**src/rtl/mem_pkg.sv**
```systemverilog
// Shared definitions for the unified-memory arbiter: line geometry, the
// arbiter state encoding, the requester (owner) encoding and the tie-break
// helper used when both caches ask in the same cycle.
package mem_pkg;

    localparam int MEM_ADDR_W = 14;
    localparam int MEM_LINE_W = 64;

    typedef enum logic [2:0] {
        ST_IDLE     = 3'd0,
        ST_WB_WAIT  = 3'd1,
        ST_RD_ISSUE = 3'd2,
        ST_RD_WAIT  = 3'd3,
        ST_RESP     = 3'd4
    } arb_state_t;

    typedef enum logic {
        OWNER_I = 1'b0,
        OWNER_D = 1'b1
    } owner_t;

    // Choose the side to grant. A lone requester always wins. On a tie the
    // D-side wins unless alternation is enabled and D won the previous tie.
    function automatic owner_t pick_owner(
        input logic   i_req,
        input logic   d_req,
        input owner_t last_tie,
        input logic   rr_en
    );
        owner_t win;
        win = OWNER_D;
        if (i_req && d_req) begin
            if (rr_en && (last_tie == OWNER_D)) begin
                win = OWNER_I;
            end else begin
                win = OWNER_D;
            end
        end else if (i_req) begin
            win = OWNER_I;
        end
        return win;
    endfunction

endpackage

```
**src/rtl/mem_arbiter.sv**
```systemverilog
// mem_arbiter: sole master of the unified line memory. Arbitrates I-cache
// fills and D-cache (optional write-back, then fill) requests, one 4-cycle
// memory access at a time, and returns the line with a one-cycle done pulse.
// Build option: ARB_RR_EN -- when defined, simultaneous requests alternate
// between the two sides (D wins the first tie); otherwise D always wins ties.
module mem_arbiter
    import mem_pkg::*;
#(
    parameter int ADDR_W = MEM_ADDR_W,
    parameter int LINE_W = MEM_LINE_W
) (
    input  logic              clk,
    input  logic              rst,
    input  logic              i_req,
    input  logic [ADDR_W-1:0] i_addr,
    output logic              i_done,
    output logic [LINE_W-1:0] i_rdata,
    input  logic              d_req,
    input  logic [ADDR_W-1:0] d_addr,
    input  logic              d_dirty,
    input  logic [ADDR_W-1:0] d_wb_addr,
    input  logic [LINE_W-1:0] d_wb_data,
    output logic              d_done,
    output logic [LINE_W-1:0] d_rdata,
    output logic [ADDR_W-1:0] mem_addr,
    output logic              mem_re,
    output logic              mem_we,
    output logic [LINE_W-1:0] mem_wdata,
    input  logic [LINE_W-1:0] mem_rd_data,
    input  logic              mem_rdy
);

    arb_state_t        state_reg;
    arb_state_t        state_next;
    owner_t            owner_reg;
    logic              dirty_reg;
    logic [ADDR_W-1:0] fill_addr_reg;
    logic [ADDR_W-1:0] wb_addr_reg;
    logic [LINE_W-1:0] wb_data_reg;
    logic [LINE_W-1:0] i_rdata_reg;
    logic [LINE_W-1:0] d_rdata_reg;
    logic              mem_rdy_q_reg;

    owner_t            grant_owner;
    logic              grant_en;
    logic              grant_dirty;
    logic [ADDR_W-1:0] grant_fill_addr;
    logic              capture_en;
    owner_t            last_tie;

`ifdef ARB_RR_EN
    localparam logic RR_EN = 1'b1;
    owner_t last_grant_reg;
    assign last_tie = last_grant_reg;
`else
    localparam logic RR_EN = 1'b0;
    assign last_tie = OWNER_I;
`endif

    // Grant decision: only from IDLE, only when memory reported ready last cycle.
    always_comb begin
        grant_owner     = pick_owner(i_req, d_req, last_tie, RR_EN);
        grant_fill_addr = (grant_owner == OWNER_D) ? d_addr : i_addr;
        grant_dirty     = (grant_owner == OWNER_D) && d_dirty;
        grant_en        = !rst && (state_reg == ST_IDLE) && mem_rdy_q_reg
                          && (i_req || d_req);
    end

    // Next-state and capture decode; the only place the live mem_rdy is used.
    always_comb begin
        state_next = state_reg;
        capture_en = 1'b0;
        unique case (state_reg)
            ST_IDLE: begin
                if (grant_en) begin
                    state_next = grant_dirty ? ST_WB_WAIT : ST_RD_WAIT;
                end
            end
            ST_WB_WAIT: begin
                if (mem_rdy) begin
                    state_next = ST_RD_ISSUE;
                end
            end
            ST_RD_ISSUE: begin
                if (mem_rdy_q_reg) begin
                    state_next = ST_RD_WAIT;
                end
            end
            ST_RD_WAIT: begin
                if (mem_rdy) begin
                    capture_en = 1'b1;
                    state_next = ST_RESP;
                end
            end
            ST_RESP: begin
                state_next = ST_IDLE;
            end
            default: begin
                state_next = ST_IDLE;
            end
        endcase
        if (rst) begin
            capture_en = 1'b0;
            state_next = ST_IDLE;
        end
    end

    // Memory-side and done outputs. Issue strobes depend only on registered
    // readiness so there is no path from mem_rdy back into mem_re/mem_we.
    always_comb begin
        mem_re    = 1'b0;
        mem_we    = 1'b0;
        mem_addr  = fill_addr_reg;
        mem_wdata = dirty_reg ? wb_data_reg : '0;
        i_done    = 1'b0;
        d_done    = 1'b0;
        unique case (state_reg)
            ST_IDLE: begin
                if (grant_en) begin
                    if (grant_dirty) begin
                        mem_we    = 1'b1;
                        mem_addr  = d_wb_addr;
                        mem_wdata = d_wb_data;
                    end else begin
                        mem_re    = 1'b1;
                        mem_addr  = grant_fill_addr;
                        mem_wdata = '0;
                    end
                end
            end
            ST_WB_WAIT: begin
                mem_addr = wb_addr_reg;
            end
            ST_RD_ISSUE: begin
                mem_re = mem_rdy_q_reg && !rst;
            end
            ST_RD_WAIT: begin
                mem_addr = fill_addr_reg;
            end
            ST_RESP: begin
                i_done = !rst && (owner_reg == OWNER_I);
                d_done = !rst && (owner_reg == OWNER_D);
            end
            default: begin
                mem_addr = fill_addr_reg;
            end
        endcase
    end

    // State register and the one-cycle-delayed memory ready flag.
    always_ff @(posedge clk) begin
        if (rst) begin
            state_reg     <= ST_IDLE;
            mem_rdy_q_reg <= 1'b0;
        end else begin
            state_reg     <= state_next;
            mem_rdy_q_reg <= mem_rdy;
        end
    end

    // Access latches: everything the access needs is frozen at grant time.
    always_ff @(posedge clk) begin
        if (rst) begin
            owner_reg     <= OWNER_I;
            dirty_reg     <= 1'b0;
            fill_addr_reg <= '0;
            wb_addr_reg   <= '0;
            wb_data_reg   <= '0;
        end else if (grant_en) begin
            owner_reg     <= grant_owner;
            dirty_reg     <= grant_dirty;
            fill_addr_reg <= grant_fill_addr;
            wb_addr_reg   <= d_wb_addr;
            wb_data_reg   <= d_wb_data;
        end
    end

    // Per-side fill data; each side keeps its last line until its next fill.
    always_ff @(posedge clk) begin
        if (rst) begin
            i_rdata_reg <= '0;
            d_rdata_reg <= '0;
        end else if (capture_en) begin
            if (owner_reg == OWNER_I) begin
                i_rdata_reg <= mem_rd_data;
            end else begin
                d_rdata_reg <= mem_rd_data;
            end
        end
    end

`ifdef ARB_RR_EN
    // Remember who won the most recent contested grant so ties alternate.
    always_ff @(posedge clk) begin
        if (rst) begin
            last_grant_reg <= OWNER_I;
        end else if (grant_en && i_req && d_req) begin
            last_grant_reg <= grant_owner;
        end
    end
`endif

    assign i_rdata = i_rdata_reg;
    assign d_rdata = d_rdata_reg;

endmodule

```
**config.mk**
```make
export PLATFORM = sky130hd
export DESIGN_NAME = mem_arbiter
export DESIGN_NICKNAME = d
export VERILOG_FILES = /design/src/rtl/mem_pkg.sv /design/src/rtl/mem_arbiter.sv
export SDC_FILE = /design/constraint.sdc
export NUM_CORES = 1
export LEC_CHECK = 0
export CAP_MARGIN = 20
export CORE_AREA = 2 2 222 115
export CTS_BUF_LIST = sky130_fd_sc_hd__clkbuf_8
export DETAILED_ROUTE_END_ITERATION = 10
export DIE_AREA = 0 0 224 117
export GPL_ROUTABILITY_DRIVEN = 1
export PLACE_DENSITY = 0.82
export SLEW_MARGIN = 10
export SYNTH_ARGS = -nofsm -noshare
export SYNTH_HDL_FRONTEND = slang
export SYNTH_SLANG_ARGS = --single-unit
```
**constraint.sdc**
```tcl
create_clock -name clk -period 2.3 [get_ports clk]
set_clock_uncertainty 0.2 [all_clocks]
set_input_delay 0.46 -clock clk [delete_from_list [all_inputs] [get_ports clk]]
set_output_delay 0.46 -clock clk [all_outputs]
set_load 0.005 [all_outputs]
```
==> impl_metrics.yaml, run 1 <==
timing:
  rsz0062_at_grt: "yes"
  hold_viol: 0
  worst_slack_ns: -0.3737
  slew_headroom: 0.2738
  fmax_ghz: 0.3740
  fin_crit_sh: 1.162
  tightestPinTransition_ns: 1.089
  tns_ns: -20.25
  layout_min_cycle_time_ns: 2.674
  drv_slew: 0
  finalSetupViolations: 81
global_route:
  grt_overflow: 0
  antenna_found_initial: 6
  grt_pass1_vias: 12226
  grt_max_degree: 100
  grt_pass1_wl_microns: 68060
  grt_usage: 0.3235
floorplan:
  dieWidth_microns: 224
  io_pins: 386
  die_area_sq_mm: 0.02621
  dieHeight_microns: 117
  core_area_sq_mm: 0.02447
  rows: 41
  start_util: 0.4603
clock_network:
  htreeDepth: 2
  clockBufferDepth: 3
  clkTransAtPathRegs_ns: 0.06
  cts_tree: "yes"
  numCtsBuffers: 36
  ctsRootBufferMaster: "clkbuf_8"
  cts.sinks: 226
  clock_latency_ns: 0.52
worst_setup_path:
  crit_buf_inv: 4
  slowest_delay_ns: 0.36
  cp_cell_sequence: "nor3_4 -> nand3_4 -> buf_12 -> buf_16 -> buf_6 -> o221ai_4 -> buf_2"
  crit_fanout: 7
  worst_path_max_delay_cell: "dfxtp_4"
  worstPathArrival_ns: 2.01
  worstSetupEndpointType: "output pin"
  critPathLaunchType: "flip-flop"
  required_ns: 1.64
  worstSetupPathType: "reg -> out"
  crit_family: "buffers and inverters"
  reg2reg_slack_ns: 0.01
placed_design:
  portBuffers: 385
  hpwlAfterDp_microns: 28330
  pre_cts_ws_ns: -0.7443
  placedCellCount: 2037
  place_congestion: 0.8883
power_and_ir_drop:
  total_power_w: 0.009270
  irDropWorstVdd_mv: 0.3821
  power_density_mw_per_mm2: 538.6
  leakagePower_nw: 6.519
drt:
  post_drt_wl_per_cell_microns: 21.41
  firstDrtPassIters: 6
  drt-total-wl_microns: 45970
  vias_per_cell: 6.197
  drc: 0
  ant_nets: 0
  vias: 13304
  drtIter0Drc: 1792
final_layout:
  instances_no_fill: 2147
  drive_above_1_share: 0.2106
  multiInputGateArea_sq_mm: 0.006285
  area_growth_syn_to_layout_pct: 52.79
  fin_util: 0.7034
  nNetsFinal: 1970
  ff_latch_area_sq_mm: 0.004534
  fillerInstances: 1868
min_path:
  hold_class: "in -> reg"
synth:
  synth_area_sq_mm: 0.01126
  synth.net_count: 1563
  ys_ff_latch: 226
  netlist_instances: 1387
  syn_avg_cell_area_sq_um: 8.122
  synth_seq_area_share: 0.4016
  synth_warnings: 0
  ys_types: 37
job:
  maxCapViolCount: 0
run_status:
  violations: "setup timing"
  status: "finished, violations left"
what timing repair did:
action,in CTS,in global routing
pin swaps,6,6
cloned,9,2
hold buffers,0,0
setup buffers,29,10
setup endpoints to repair,83,114
gates resized for setup,405,34
worst reg2reg max path, cell delays in order, from the launching register on:
cell	delay, ns
dfxtp_2	0.34
buf_6	0.14
buf_12	0.13
buf_4	0.19
or3_4	0.46
buf_12	0.23
o31ai_1	0.31
a21oi_1	0.12
cell type report:
cell class / instances / share of cell area
Clock buffer: 44 / 0.03518
Timing Repair Buffer: 550 / 0.3017
Multi-Input combinational cell: 963 / 0.3652
Clock inverter: 19 / 0.006543
Antenna cell: 6 / 0.0008723
Sequential cell: 226 / 0.2634
Inverter: 17 / 0.003707
Tap cell: 322 / 0.02341
power breakdown:
part           leakage, nW  internal (W)  switching [W]
Combinational         4.28      0.000804       0.000947
Clock                0.413       0.00185        0.00164
Sequential            1.83       0.00398      0.0000510
Total                 6.52       0.00663        0.00264
layout by cell type, fill, tap and decap left out, drive strengths merged:
cell           instances
inv                   29
nand3                193
clkinv                 5
or2                    1
xnor2                  1
nand4                 81
o311ai                 1
o21ai                130
clkinvlp               1
and4bb                 1
dlygate4sd2            2
bufbuf                 1
o31ai                 79
o311a                  1
clkbuf                45
or3                    2
nor2                   4
dfxtp                226
nor3                   3
clkdlybuf4s50        299
mux2i                 92
buf                  247
nand2                 68
nand4bb                1
a31oi                 28
and2                   2
o221ai                14
bufinv                 1
a21oi                208
diode                  6
mux2                  14
and3                   3
a211oi                15
a41o                   1
nand2b                 3
nor2b                  3
o21a                  14
synthesized netlist by cell type:
cell type	n	area, sq um
mux2i_1	92	920.9
nand4bb_1	1	11.26
nand2_1	68	255.2
o311ai_0	1	8.760
o31ai_1	69	518.0
nor2_1	4	15.01
dfxtp_1	226	4524
nor3_2	1	10.01
nand3_1	193	965.9
o21a_1	14	105.1
buf_2	61	305.3
o31ai_2	10	125.1
or2_2	1	6.260
nor3_1	1	5.000
clkbuf_1	90	337.8
mux2_2	14	157.7
a21oi_1	208	1041
nor3_4	1	16.27
xnor2_1	1	8.760
nor2b_1	3	18.77
and2_1	2	12.51
a31oi_1	28	175.2
a211oi_1	15	112.6
o221ai_1	14	122.6
buf_6	3	33.78
o311a_1	1	10.01
nand2b_1	3	18.77
and4bb_2	1	12.51
buf_1	15	56.30
o21ai_1	2	10.01
inv_1	17	63.81
a41o_1	1	10.01
o21ai_0	128	640.6
and3_1	3	18.77
nand4_1	81	506.7
or3_1	1	6.260
buf_4	13	97.59
per-stage QoR:
step | hold slack [ns] | instance area (sq um)
finish | 0.1197 | 17210
detailed placement | 0.2637 | 15920
CTS | 0.07556 | 17060
floorplan | 0.2483 | 11260
global placement | 0.2541 | 15920
global route | 0.1187 | 17210
routing by layer:
metal	vias to the layer above	wire length (microns)	global-route usage	share of wire
met4	0	1852	0.1302	0.040
met5	-	0	0	0
met2	849	20680	0.5025	0.45
li1	5982	-	-	-
met3	151	4560	0.07738	0.099
met1	6322	18870	0.4376	0.41
final timing paths:
| path | to | startpoint | cells past startpoint |
|---|---|---|---|
| hold reg to reg | wb_data_reg[23] | wb_data_reg[23] | 2 |
| hold / removal | wb_addr_reg[13] | rst | 3 |
| setup / recovery | mem_addr[9] | state_reg[2] | 7 |
| setup reg to reg | wb_data_reg[31] | state_reg[0] | 7 |
cells by family (layout without fill, tap and decap cells):
| group | after synthesis | count (layout) | share of synthesized area |
|---|---|---|---|
| XOR/XNOR | 1 | 1 | 0.0007777 |
| other | 0 | 6 | 0 |
| buffers and inverters | 199 | 630 | 0.07942 |
| flip-flops | 226 | 226 | 0.4016 |
| AO/OA/AOI/OAI | 491 | 491 | 0.2556 |
| multiplexers | 106 | 106 | 0.09575 |
| AND/OR/NAND/NOR | 364 | 365 | 0.1668 |
Note: power is estimated with default switching activity, not from simulation.
==> inputs of run 2 (changes only) <==
Settings changed: HOLD_SLACK_MARGIN set to 0.12.
==> run 2 against run 1 <==
The run still ends with setup timing left. Non-clock buffer count unchanged. Count of clock-buffer cells in the layout unchanged. Largest power group unchanged. Highest routed layer unchanged. Sequential share of layout area about the same. Total power about the same. Cell count unchanged. Utilization about the same. Wire length increased by 0.12%. Design area about the same. Sequential power about the same.
==> impl_metrics.yaml, run 2 (synthesized netlist as in run 1, its figures left out) <==
timing:
  tightestPinTransition_ns: 1.105
  worst_slack_ns: -0.3825
  fin_crit_sh: 1.166
  layout_min_cycle_time_ns: 2.682
  fmax_ghz: 0.3728
  finalSetupViolations: 82
  tns_ns: -20.70
  drv_slew: 0
  hold_viol: 0
  rsz0062_at_grt: "yes"
  slew_headroom: 0.2635
run_status:
  violations: "setup timing"
  status: "finished, violations left"
final_layout:
  multiInputGateArea_sq_mm: 0.006285
  area_growth_syn_to_layout_pct: 52.82
  instances_no_fill: 2147
  ff_latch_area_sq_mm: 0.004534
  nNetsFinal: 1970
  drive_above_1_share: 0.2100
  layout_commonest_cell: "clkdlybuf4s50_1"
  fillerInstances: 1867
  final_cell_mix: "299 x clkdlybuf4s50_1, 222 x dfxtp_1, 208 x a21oi_1"
clock_network:
  cts_tree: "yes"
  clock_latency_ns: 0.53
  clkTransAtPathRegs_ns: 0.06
  ctsRootBufferMaster: "clkbuf_8"
  numCtsBuffers: 36
  htreeDepth: 2
  cts.sinks: 226
  clockBufferDepth: 3
global_route:
  grt_pass1_vias: 12259
  grt_overflow: 0
  grt_max_degree: 100
  grt_usage: 0.3231
  grt_pass1_wl_microns: 68000
  antenna_found_initial: 6
floorplan:
  dieHeight_microns: 117
  die_area_sq_mm: 0.02621
  start_util: 0.4603
  rows: 41
  core_area_sq_mm: 0.02447
  io_pins: 386
  dieWidth_microns: 224
power_and_ir_drop:
  irDropWorstVdd_mv: 0.3821
  leakagePower_nw: 6.519
  power_density_mw_per_mm2: 539.0
job:
  maxCapViolCount: 0
worst_setup_path:
  required_ns: 1.64
  critPathLaunchType: "flip-flop"
  worstSetupEndpointType: "output pin"
  crit_fanout: 7
  worstSetupPathType: "reg -> out"
  worstPathArrival_ns: 2.02
drt:
  drt-total-wl_microns: 46020
  drtIter0Drc: 1761
  vias_per_cell: 6.217
  firstDrtPassIters: 8
  ant_nets: 0
  post_drt_wl_per_cell_microns: 21.44
  vias: 13348
  drc: 0
placed_design:
  pre_cts_ws_ns: -0.7443
  place_congestion: 0.8883
  portBuffers: 385
  hpwlAfterDp_microns: 28330
  placedCellCount: 2037
min_path:
  hold_class: "in -> reg"
-- run 2: changes by cell type in the layout (fill, tap and decap cells not counted), sizes merged --
cell         previous run  this run
buf                   247       246
dlygate4sd3             0         1
-- run 2: area by class of cell --
type,instances,share of cell area
Sequential cell,226,0.2634
Tap cell,322,0.02340
Clock buffer,44,0.03518
Antenna cell,6,0.0008722
Inverter,17,0.003707
Multi-Input combinational cell,963,0.3651
Clock inverter,19,0.006542
Timing Repair Buffer,550,0.3018
-- run 2: per-stage QoR --
step | instance area (sq um) | total power (W) | hold WS, ns | util
2_1_floorplan | 11260 | 0.004808 | 0.2483 | -
3_3_place_gp | 15920 | 0.005578 | 0.2541 | 0.6505
3_5_place_dp | 15920 | 0.005598 | 0.2637 | 0.6505
4_1_cts | 17070 | 0.009230 | 0.1921 | 0.6978
5_1_grt | 17210 | 0.009596 | 0.2235 | 0.7035
6_report | 17210 | 0.009279 | 0.2320 | 0.7035
-- run 2: worst paths after layout --
check	start	to	slack, ns	depth (start not counted)
worst max-delay path	state_reg[2]	mem_addr[9]	-0.38	7
worst min-delay path	rst	wb_addr_reg[3]	0.23	3
worst max register to register	mem_rdy_q_reg	fill_addr_reg[11]	0	6
worst min register to register	wb_data_reg[23]	wb_data_reg[23]	0.27	2
-- run 2: worst max-delay path, cell delays in order, from the launching register on --
cell	delay (ns)
dfxtp_4	0.36
nor3_4	0.25
nand3_4	0.16
buf_12	0.17
buf_16	0.14
buf_6	0.11
o221ai_4	0.15
buf_2	0.14
-- run 2: timing repair --
| item | CTS | global route |
|---|---|---|
| endpoints found under the setup margin | 83 | 108 |
| hold buffers | 1 | 0 |
| setup buffers | 29 | 9 |
| pin swaps | 6 | 6 |
| resized for setup | 405 | 34 |
| endpoints found under the hold margin | 2 | 0 |
| gates cloned | 9 | 2 |
-- run 2: routing by layer --
| layer | vias to the layer above | track usage | wire length, microns |
|---|---|---|---|
| li1 | 5992 | - | - |
| met1 | 6320 | 0.4380 | 18780 |
| met2 | 885 | 0.5021 | 20660 |
| met3 | 151 | 0.07364 | 4796 |
| met4 | 0 | 0.1329 | 1781 |
| met5 | - | 0 | 0 |
-- run 2: power breakdown --
part / total [W] / switching [W] / internal (W) / leakage (nW)
combinational: 0.00175 / 0.000948 / 0.000802 / 4.28
clock: 0.00350 / 0.00165 / 0.00185 / 0.413
sequential: 0.00403 / 0.0000515 / 0.00398 / 1.83
total: 0.00928 / 0.00265 / 0.00663 / 6.52
==> inputs of run 3 (changes only) <==
Settings changed: ABC_AREA set to 1, CORE_AREA 2 2 222 115 to 2 2 209 108, CTS_CLUSTER_DIAMETER set to 150, DIE_AREA 0 0 224 117 to 0 0 211 110, REMOVE_ABC_BUFFERS set to 1.
==> run 3 against run 2 <==
The run still ends with setup timing left. Design area down 6.8%. Largest cell class is now non-clock buffers. Critical path type is now in -> out. Highest routed layer unchanged. Flip-flop and latch count unchanged. Worst setup slack worse by 0.056 ns.
==> impl_metrics.yaml, run 3 <==
run_status:
  status: "finished, violations left"
  violations: "setup timing"
final_layout:
  layout_commonest_cell: "clkdlybuf4s50_1"
  final_cell_mix: "300 x clkdlybuf4s50_1, 237 x a21oi_1, 223 x dfxtp_1"
  drive_above_1_share: 0.2485
  final_cell_area_sq_mm: 0.01604
  nNetsFinal: 2003
  area_growth_syn_to_layout_pct: 68.81
  fillerInstances: 1508
  fin_util: 0.7516
clock_network:
  clock_latency_ns: 0.51
  ctsRootBufferMaster: "clkbuf_8"
  clkTransAtPathRegs_ns: 0.06
  cts.sinks: 226
  numCtsBuffers: 35
  ctsHoldBuffers: 0
  clockBufferDepth: 3
  htreeDepth: 2
  cts_tree: "yes"
synth:
  ys_types: 22
  synth_area_sq_mm: 0.009504
  synth_warnings: 0
  syn_avg_cell_area_sq_um: 7.130
  synth.top_cell.area_share: 0.4760
  synth_seq_area_share: 0.4760
  yosysMostFrequentCell: "nand2_1"
  synthArstFlopShare: 0
  netlist_instances: 1333
  yosys.area.top_type: "dfxtp_1"
  synth_enable_flop_cells: 0
  synthFlopType: "dfxtp_1"
  synth_common_cells: "271 x nand2_1, 237 x a21oi_1, 226 x dfxtp_1"
  ys_ff_latch: 226
  synth_area_leaders: "dfxtp_1 48%, a21oi_1 12%, nand2_1 11%, o21ai_0 11%, inv_1 7.0%"
global_route:
  antenna_found_initial: 2
  groute.layer.met2.usage: 0.5233
  grt_pass1_wl_microns: 57520
  grt_pass1_vias: 10811
  met3_usage: 0.1062
  grt_max_degree: 86
  busiest_layer: "met2"
  grt_overflow: 0
  grt_usage: 0.3172
  gr-usage-met1: 0.3773
worst_setup_path:
  worstSetupEndpointType: "output pin"
  critPathLaunchType: "input port"
  required_ns: 1.64
  crit_fanout: 7
  worstSetupPathType: "in -> out"
  worstPathArrival_ns: 2.08
power_and_ir_drop:
  irDropWorstVdd_mv: 0.4347
  leakagePower_nw: 6.424
  power_density_mw_per_mm2: 632.1
floorplan:
  dieHeight_microns: 110
  core_area_sq_mm: 0.02135
  die_area_sq_mm: 0.02321
  rows: 38
  start_util: 0.4452
  dieWidth_microns: 211
  io_pins: 386
timing:
  tightestPinTransition_ns: 0.7133
  fmax_ghz: 0.3652
  slew_headroom: 0.5245
  rsz0062_at_grt: "yes"
  hold_ws_ns: 0.2434
  tns_ns: -26.80
  drv_slew: 0
  hold_viol: 0
  fin_crit_sh: 1.191
  finalSetupViolations: 80
  worst_slack_ns: -0.4386
  layout_min_cycle_time_ns: 2.739
drt:
  drc: 0
  firstDrtPassIters: 7
  drtIter0Drc: 1065
  vias: 11207
  ant_nets: 0
  drt-total-wl_microns: 39000
  post_drt_wl_per_cell_microns: 18.27
  vias_per_cell: 5.252
placed_design:
  dpl-instance-area_sq_mm: 0.01424
  hpwlAfterDp_microns: 24970
  portBuffers: 385
  place_congestion: 0.9866
min_path:
  hold_class: "reg -> reg"
job:
  maxCapViolCount: 0
run 3: per-stage QoR:
step / worst slack (ns) / power, W / cells
floorplan: -1.623 / 0.004961 / 1235
finish: -0.4386 / 0.01014 / 2134
CTS: -0.4404 / 0.009992 / 2125
global placement: -0.9178 / 0.006134 / 2016
detailed placement: -0.9312 / 0.006178 / 2016
global route: -0.5294 / 0.01056 / 2133
run 3: logic make-up after synthesis:
family / after synthesis / synth area share
buffers and inverters: 281 / 0.1241
flip-flops: 226 / 0.4760
AND/OR/NAND/NOR: 365 / 0.1560
AO/OA/AOI/OAI: 461 / 0.2438
run 3: timing repair:
item                                    CTS  global route
gates cloned                             10             1
setup buffers                            39            13
gates resized for setup                 510           125
endpoints found under the setup margin  149           139
pin swaps                                21            13
run 3: worst paths after layout:
kind                 from              end  slack [ns]  depth (start not counted)
max               d_dirty    mem_wdata[39]       -0.44                         10
min           d_rdata[44]      d_rdata[44]        0.24                          2
max reg2reg  state_reg[0]  wb_data_reg[61]        0.05                         10
min reg2reg   d_rdata[44]      d_rdata[44]        0.24                          2
run 3: area by class of cell:
cell class / instances / area, sq um / area share
sequential: 226 / 4528 / 0.2822
clock buffer: 46 / 633.1 / 0.03946
tap: 280 / 350.3 / 0.02184
multi-input combinational: 826 / 4497 / 0.2803
inverter: 183 / 698.2 / 0.04352
timing repair buffer: 555 / 5234 / 0.3262
antenna: 3 / 7.507 / 0.0004679
clock inverter: 15 / 96.34 / 0.006005
run 3: worst max-delay path: stages:
cell,delay (ns)
clkdlybuf4s50_1,0.51
a21boi_4,0.27
nand2_4,0.11
inv_8,0.07
buf_12,0.13
buf_12,0.15
buf_6,0.11
nand2_2,0.04
o21ai_1,0.08
buf_2,0.14
run 3: metal layers:
metal	up-vias	part of all wire	wire, microns
li1	5314	-	-
met1	5172	0.39	15130
met2	579	0.46	18010
met3	142	0.10	3930
met4	0	0.049	1929
met5	-	0	0
run 3: power breakdown:
| part | internal, W | switching (W) | total, W |
|---|---|---|---|
| Clock | 0.00191 | 0.00163 | 0.00354 |
| Sequential | 0.00410 | 0.000115 | 0.00421 |
| Combinational | 0.00116 | 0.00124 | 0.00239 |
